==> src/rtl/alu_exec_ctrl_pkg.sv <==
// rtl/alu_exec_ctrl_pkg.sv - shared opcodes, flag indices, instruction layout and FSM encoding
package alu_exec_ctrl_pkg;

    localparam int DATA_W = 8;
    localparam int OP_W   = 3;

    localparam logic [OP_W-1:0] OP_ADD = 3'b000;
    localparam logic [OP_W-1:0] OP_SUB = 3'b001;
    localparam logic [OP_W-1:0] OP_AND = 3'b010;
    localparam logic [OP_W-1:0] OP_OR  = 3'b011;
    localparam logic [OP_W-1:0] OP_XOR = 3'b100;
    localparam logic [OP_W-1:0] OP_SLT = 3'b101;
    localparam logic [OP_W-1:0] OP_LDI = 3'b110;
    localparam logic [OP_W-1:0] OP_NOP = 3'b111;

    localparam int FLG_Z = 0;
    localparam int FLG_C = 1;
    localparam int FLG_N = 2;
    localparam int FLG_V = 3;

    // Field order fixes the bit positions: op[15:13] rd[12:11] rs1[10:9] imm_sel[8] imm[7:0]; rs2 is imm[1:0].
    typedef struct packed {
        logic [OP_W-1:0]   op;
        logic [1:0]        rd;
        logic [1:0]        rs1;
        logic              imm_sel;
        logic [DATA_W-1:0] imm;
    } instr_t;

    typedef enum logic [1:0] {
        ST_IDLE = 2'd0,
        ST_EXEC = 2'd1,
        ST_RESP = 2'd2
    } state_e;

    function automatic logic [DATA_W-1:0] neg8(input logic [DATA_W-1:0] x);
        return ~x + 8'd1;
    endfunction

endpackage

==> src/rtl/alu_regfile.sv <==
// rtl/alu_regfile.sv - 4x8 register file, one write port, two combinational read ports
module alu_regfile
    import alu_exec_ctrl_pkg::*;
(
    input  logic              clk,
    input  logic              rst_n,
    input  logic              we_i,
    input  logic [1:0]        waddr_i,
    input  logic [DATA_W-1:0] wdata_i,
    input  logic [1:0]        raddr_a_i,
    output logic [DATA_W-1:0] rdata_a_o,
    input  logic [1:0]        raddr_b_i,
    output logic [DATA_W-1:0] rdata_b_o
);

    logic [DATA_W-1:0] regs_q [4];

    always_ff @(posedge clk or negedge rst_n) begin
        if (!rst_n) begin
            for (int i = 0; i < 4; i++) regs_q[i] <= '0;
        end else if (we_i) begin
            regs_q[waddr_i] <= wdata_i;
        end
    end

    assign rdata_a_o = regs_q[raddr_a_i];
    assign rdata_b_o = regs_q[raddr_b_i];

endmodule

==> src/rtl/alu_exec_ctrl.sv <==
// rtl/alu_exec_ctrl.sv - instruction sequencer driving the 8-bit ALU with register-file write-back
module alu_exec_ctrl
    import alu_exec_ctrl_pkg::*;
(
    input  logic              clk,
    input  logic              rst_n,
    input  logic              in_valid,
    output logic              in_ready,
    input  logic [15:0]       in_instr,
    output logic [DATA_W-1:0] alu_a,
    output logic [DATA_W-1:0] alu_b,
    output logic [OP_W-1:0]   alu_opcode,
    input  logic [DATA_W-1:0] alu_result,
    input  logic [3:0]        alu_flags,
    output logic              out_valid,
    input  logic              out_ready,
    output logic [DATA_W-1:0] out_result,
    output logic [1:0]        out_rd,
    output logic [3:0]        flags
);

    state_e            state_q, state_d;
    instr_t            instr_q;
    logic [DATA_W-1:0] out_result_q;
    logic [1:0]        out_rd_q;
    logic [3:0]        flags_q, flags_d;

    logic [DATA_W-1:0] rs1_val, rs2_val, op_a, op_b, wb_data;
    logic              rf_we, load_out;

    alu_regfile u_regfile (
        .clk       (clk),
        .rst_n     (rst_n),
        .we_i      (rf_we),
        .waddr_i   (instr_q.rd),
        .wdata_i   (wb_data),
        .raddr_a_i (instr_q.rs1),
        .rdata_a_o (rs1_val),
        .raddr_b_i (instr_q.imm[1:0]),
        .rdata_b_o (rs2_val)
    );

    assign op_a = rs1_val;
    assign op_b = instr_q.imm_sel ? instr_q.imm : rs2_val;

    always_comb begin
        state_d    = state_q;
        flags_d    = flags_q;
        in_ready   = 1'b0;
        out_valid  = 1'b0;
        alu_a      = '0;
        alu_b      = '0;
        alu_opcode = '0;
        rf_we      = 1'b0;
        load_out   = 1'b0;
        wb_data    = '0;
        case (state_q)
            ST_IDLE: begin
                in_ready = 1'b1;
                if (in_valid) state_d = ST_EXEC;
            end
            ST_EXEC: begin
                alu_a      = op_a;
                alu_b      = (instr_q.op == OP_SUB) ? neg8(op_b) : op_b;
                alu_opcode = (instr_q.op == OP_SUB) ? OP_ADD : instr_q.op;
                state_d    = ST_RESP;
                rf_we      = 1'b1;
                load_out   = 1'b1;
                wb_data    = alu_result;
                case (instr_q.op)
                    OP_NOP: begin
                        state_d  = ST_IDLE;
                        rf_we    = 1'b0;
                        load_out = 1'b0;
                    end
                    OP_LDI: wb_data = instr_q.imm;
                    // The ALU only adds the negated operand, so carry/overflow reflect a subtraction here.
                    OP_SUB: begin
                        flags_d        = alu_flags;
                        flags_d[FLG_C] = (op_a >= op_b);
                        flags_d[FLG_V] = (op_a[7] != op_b[7]) && (alu_result[7] != op_a[7]);
                    end
                    default: flags_d = alu_flags;
                endcase
            end
            ST_RESP: begin
                out_valid = 1'b1;
                if (out_ready) state_d = ST_IDLE;
            end
            default: state_d = ST_IDLE;
        endcase
    end

    always_ff @(posedge clk or negedge rst_n) begin
        if (!rst_n) begin
            state_q      <= ST_IDLE;
            instr_q      <= '0;
            out_result_q <= '0;
            out_rd_q     <= '0;
            flags_q      <= '0;
        end else begin
            state_q <= state_d;
            flags_q <= flags_d;
            if (state_q == ST_IDLE && in_valid) instr_q <= instr_t'(in_instr);
            if (load_out) begin
                out_result_q <= wb_data;
                out_rd_q     <= instr_q.rd;
            end
        end
    end

    assign out_result = out_result_q;
    assign out_rd     = out_rd_q;
    assign flags      = flags_q;

endmodule

==> config.mk <==
export PLATFORM = sky130hd
export DESIGN_NAME = alu_exec_ctrl
export DESIGN_NICKNAME = d
export VERILOG_FILES = /design/src/rtl/alu_exec_ctrl_pkg.sv /design/src/rtl/alu_regfile.sv /design/src/rtl/alu_exec_ctrl.sv
export SDC_FILE = /design/constraint.sdc
export NUM_CORES = 1
export LEC_CHECK = 0
export CORE_ASPECT_RATIO = 0.8
export CORE_MARGIN = 1.5
export CORE_UTILIZATION = 40
export DETAILED_ROUTE_END_ITERATION = 7
export HOLD_SLACK_MARGIN = 0.12
export PLACE_DENSITY = 0.68
export REMOVE_ABC_BUFFERS = 1
export SLEW_MARGIN = 20
export SYNTH_ARGS = -nofsm -noshare
export SYNTH_HDL_FRONTEND = slang
export SYNTH_SLANG_ARGS = --single-unit
==> constraint.sdc <==
create_clock -name clk -period 2.9 [get_ports clk]
set_input_delay 0.435 -clock clk [delete_from_list [all_inputs] [get_ports clk]]
set_output_delay 0.435 -clock clk [all_outputs]
set_load 0.01 [all_outputs]
==> implementation parameters <==
Parameter                              Value

Power
  IR drop worst, VDD    0.474 mV
  Total power density per cell area    1120 nW/um^2
  Share of power burned in registers    31.8%
  Switching power share of the total    39.9%
  Net Sw Power    2.09 mW
  Part of the total power dissipated in the clock network    14.5%
  Comb power frac    53.7%
  LEAKAGE    2.13 nW
  Cell-internal power    3.15 mW

Global routing
  Global route total overflow    0
  Number of antenna violations at the first check in global routing    0
  Maximum number of pins on one net before global-route repair    37
  Via count of the first global-routing pass    2734
  First-pass GRT wire length    15000 um
  Total Routing Usage GR    21.5%

Logic synthesis
  Yosys warnings    0
  Dominant cells by area after synthesis    sky130_fd_sc_hd__dfrtp_1, sky130_fd_sc_hd__mux2_2, sky130_fd_sc_hd__mux2i_1
  Mapped Avg Cell Area    11.8 sq um
  Ranking of synthesized cells by instance count    sky130_fd_sc_hd__dfrtp_1, sky130_fd_sc_hd__mux2_2, sky130_fd_sc_hd__nor2_1, sky130_fd_sc_hd__mux2i_1, sky130_fd_sc_hd__nand2_1
  Top FF cell, synth    sky130_fd_sc_hd__dfrtp_1
  Share of synthesized area occupied by flip-flops and latches    44.9%
  Biggest area consumer among synthesized cells    sky130_fd_sc_hd__dfrtp_1
  Synthesized area    3570 sq um
  Instance count of the mapped netlist    302
  Number of distinct library cell variants in the gate-level netlist after synthesis    41
  Number of synthesized register bits    64
  Proportion of register bits with asynchronous set or reset after synthesis    100%
  Cell with the most instances after synthesis    sky130_fd_sc_hd__dfrtp_1
  Fraction of synthesized cell area taken by the top area cell type    44.9%
  Number of synthesized flops with an enable pin    0

Critical path
  Data required, critical path    2.47 ns
  Cell at the slowest stage of the critical path    sky130_fd_sc_hd__dfrtp_2
  Arrival time worst endpoint    2.38 ns
  CP startpoint kind    register
  Highest fanout seen on the critical path    8
  Category of the most critical setup path    register to primary output
  Longest individual stage delay on the worst path    0.46 ns
  Worst-path cell chain    buf_4, mux2i_1, a31oi_1, a21boi_4, a21oi_1, xor2_1, nor2_1, dlygate4sd2_1
  Crit path capture type    primary output

Floorplan
  Total core area    8560 sq um
  Count of boundary I/O pins    67
  Overall die area    9500 sq um
  Effective utilization at floorplan    41.7%
  Die extent in x    109 um
  FP Rows    30
  Die extent in y    87.5 um

CTS
  Number of buffers added to fix hold violations after cts    0
  TritonCTS clock tree    done
  Clk root buf    sky130_fd_sc_hd__clkbuf_8
  CTS H-tree lvls    3
  Largest buffer count on any clock path    2
  Sink count of the clock tree    64
  Total CTS buffers    9
  Clock-pin transition on the worst setup and hold timing paths    0.07 ns
  Later-pin clock latency in the skew report    0.35 ns

Route
  Remaining antenna violation count    0
  Uppermost routed layer    met4
  Number of search-and-repair iterations in the first detailed-routing pass    4
  WL final    9490 um
  Vias after detailed routing    2725
  Routed WL per cell    19.0 um
  DRC violations left    0
  Detailed-route vias per instance    5.46
  Initial DRC Count    143
  Wire length on met1    4670 um
  Met2 Routed Length    3970 um
  Wire length on met3    712 um

Placement
  # placed instances    482
  Count of input and output buffers    66
  Final weighted congestion in routability-driven placement    0.918
  Post-DP HPWL    7010 um

Final layout
  # fillers    757
  Total area of multi-input combinational cells    1900 sq um
  Area of all sequential standard cells    1610 sq um
  Post-Route Utilization    54.5%
  Final #Nets    423
  Layout-stage area growth over the synthesis result    30.6%
  Final instance count without filler cells    499
  Share of layout cells above drive strength 1    28.4%
  Final antenna diode count    0

Timing
  Number of hold violations in the final report    0
  Final-report setup violation count    0
  Aggregate negative setup slack    0 ns
  Pins over their slew limit    0
  Highest clock frequency the design can meet    0.355 GHz
  Worst Max-Slew Pin Slew    0.832 ns
  Final critical-path required period    2.81 ns
  Worst hold margin    0.182 ns
  Fin Clk Skew    0.0129 ns
  Portion of the clock cycle consumed by the worst path in the final layout    97.1%
  Max_slew headroom    44.6%

Min path
  Path category of the worst min-delay check    input port to asynchronous set/reset pin

Run
  Max-capacitance violation count    0

Run status
  Run status    finished clean
-- layout by cell type (no fill, tap or decap), drive strengths merged, types with 10 or more instances in the layout --
master	n
and2	10
buf	22
clkbuf	11
clkdlybuf4s50	58
dfrtp	64
mux2	46
mux2i	23
mux4	10
nand2	19
nor2	23
-- registers in the layout (all words and copies together), names as in the netlist --
name	count
out_result	8
instr_q	16
out_rd	2
u_regfile.regs_q	32
flags	4
state_q	2
-- stage by stage --
| step | worst slack [ns] | area [sq um] | total power, mW |
|---|---|---|---|
| 2_1_floorplan | 0.285 | 3490 | 3.27 |
| 3_3_place_gp | 0.0542 | 4430 | 4.36 |
| 3_5_place_dp | -0.0212 | 4430 | 4.41 |
| 4_1_cts | -0.201 | 4650 | 5.21 |
| 5_1_grt | -0.00265 | 4660 | 5.59 |
| 6_report | 0.0855 | 4660 | 5.24 |
-- logic make-up after synthesis --
group	synth area share, %
AND/OR/NAND/NOR	10.2
buffers and inverters	2.70
adder cells (fa/ha/maj)	3.16
flip-flops	44.9
multiplexers	27.7
XOR/XNOR	1.23
AO/OA/AOI/OAI	10.1
-- layer usage --
metal / GRT usage (%) / vias to the layer above
li1: - / 1272
met1: 32.3 / 1337
met2: 30.4 / 103
met3: 5.31 / 13
met4: 6.10 / 0
met5: 0 / -
-- power groups by stage --
stage	registers, mW	clock network [mW]	logic, mW
6_report	1.66	0.762	2.81
5_1_grt	1.72	0.810	3.06
4_1_cts	1.66	0.774	2.78
3_5_place_dp	1.67	0	2.74
3_3_place_gp	1.65	0	2.71
2_1_floorplan	1.65	0	1.61
-- worst max-delay path, delay by kind of cell, from the launching register on --
family	cells	cell delay (ns)
AOI/OAI and AO/OA	3	0.68
buffers and inverters	2	0.49
DFF	1	0.46
xor gates and xnor gates	1	0.20
muxes	1	0.14
and+or+nand+nor	1	0.06
-- layout make-up --
type                       count  area share (%)
inverter                       4           0.322
timing repair buffer          87            17.3
sequential                    64            34.4
clock inverter                 7            1.53
clock buffer                   9            2.66
tap                          112            3.01
multi-input combinational    216            40.8
-- repair_timing --
item                                   in CTS  in global routing
setup endpoints to repair                   7                  5
gates resized for setup                    16                  8
setup buffers                               0                  1
endpoints found under the hold margin       0                  0
-- path summary, 6_finish.rpt --
kind,startpoint,endpoint,slack [ns],depth (start not counted)
max,instr_q[1],alu_b[5],0.09,8
min in group clk,flags[2],flags[2],0.51,1
max reg2reg,instr_q[1],flags[1],0.28,12
max in group asynchronous,rst_n,instr_q[13],1.98,2
min reg2reg,flags[2],flags[2],0.51,1
min,rst_n,u_regfile.regs_q[14],0.18,1
No activity file was read; power rests on OpenSTA's default activity.
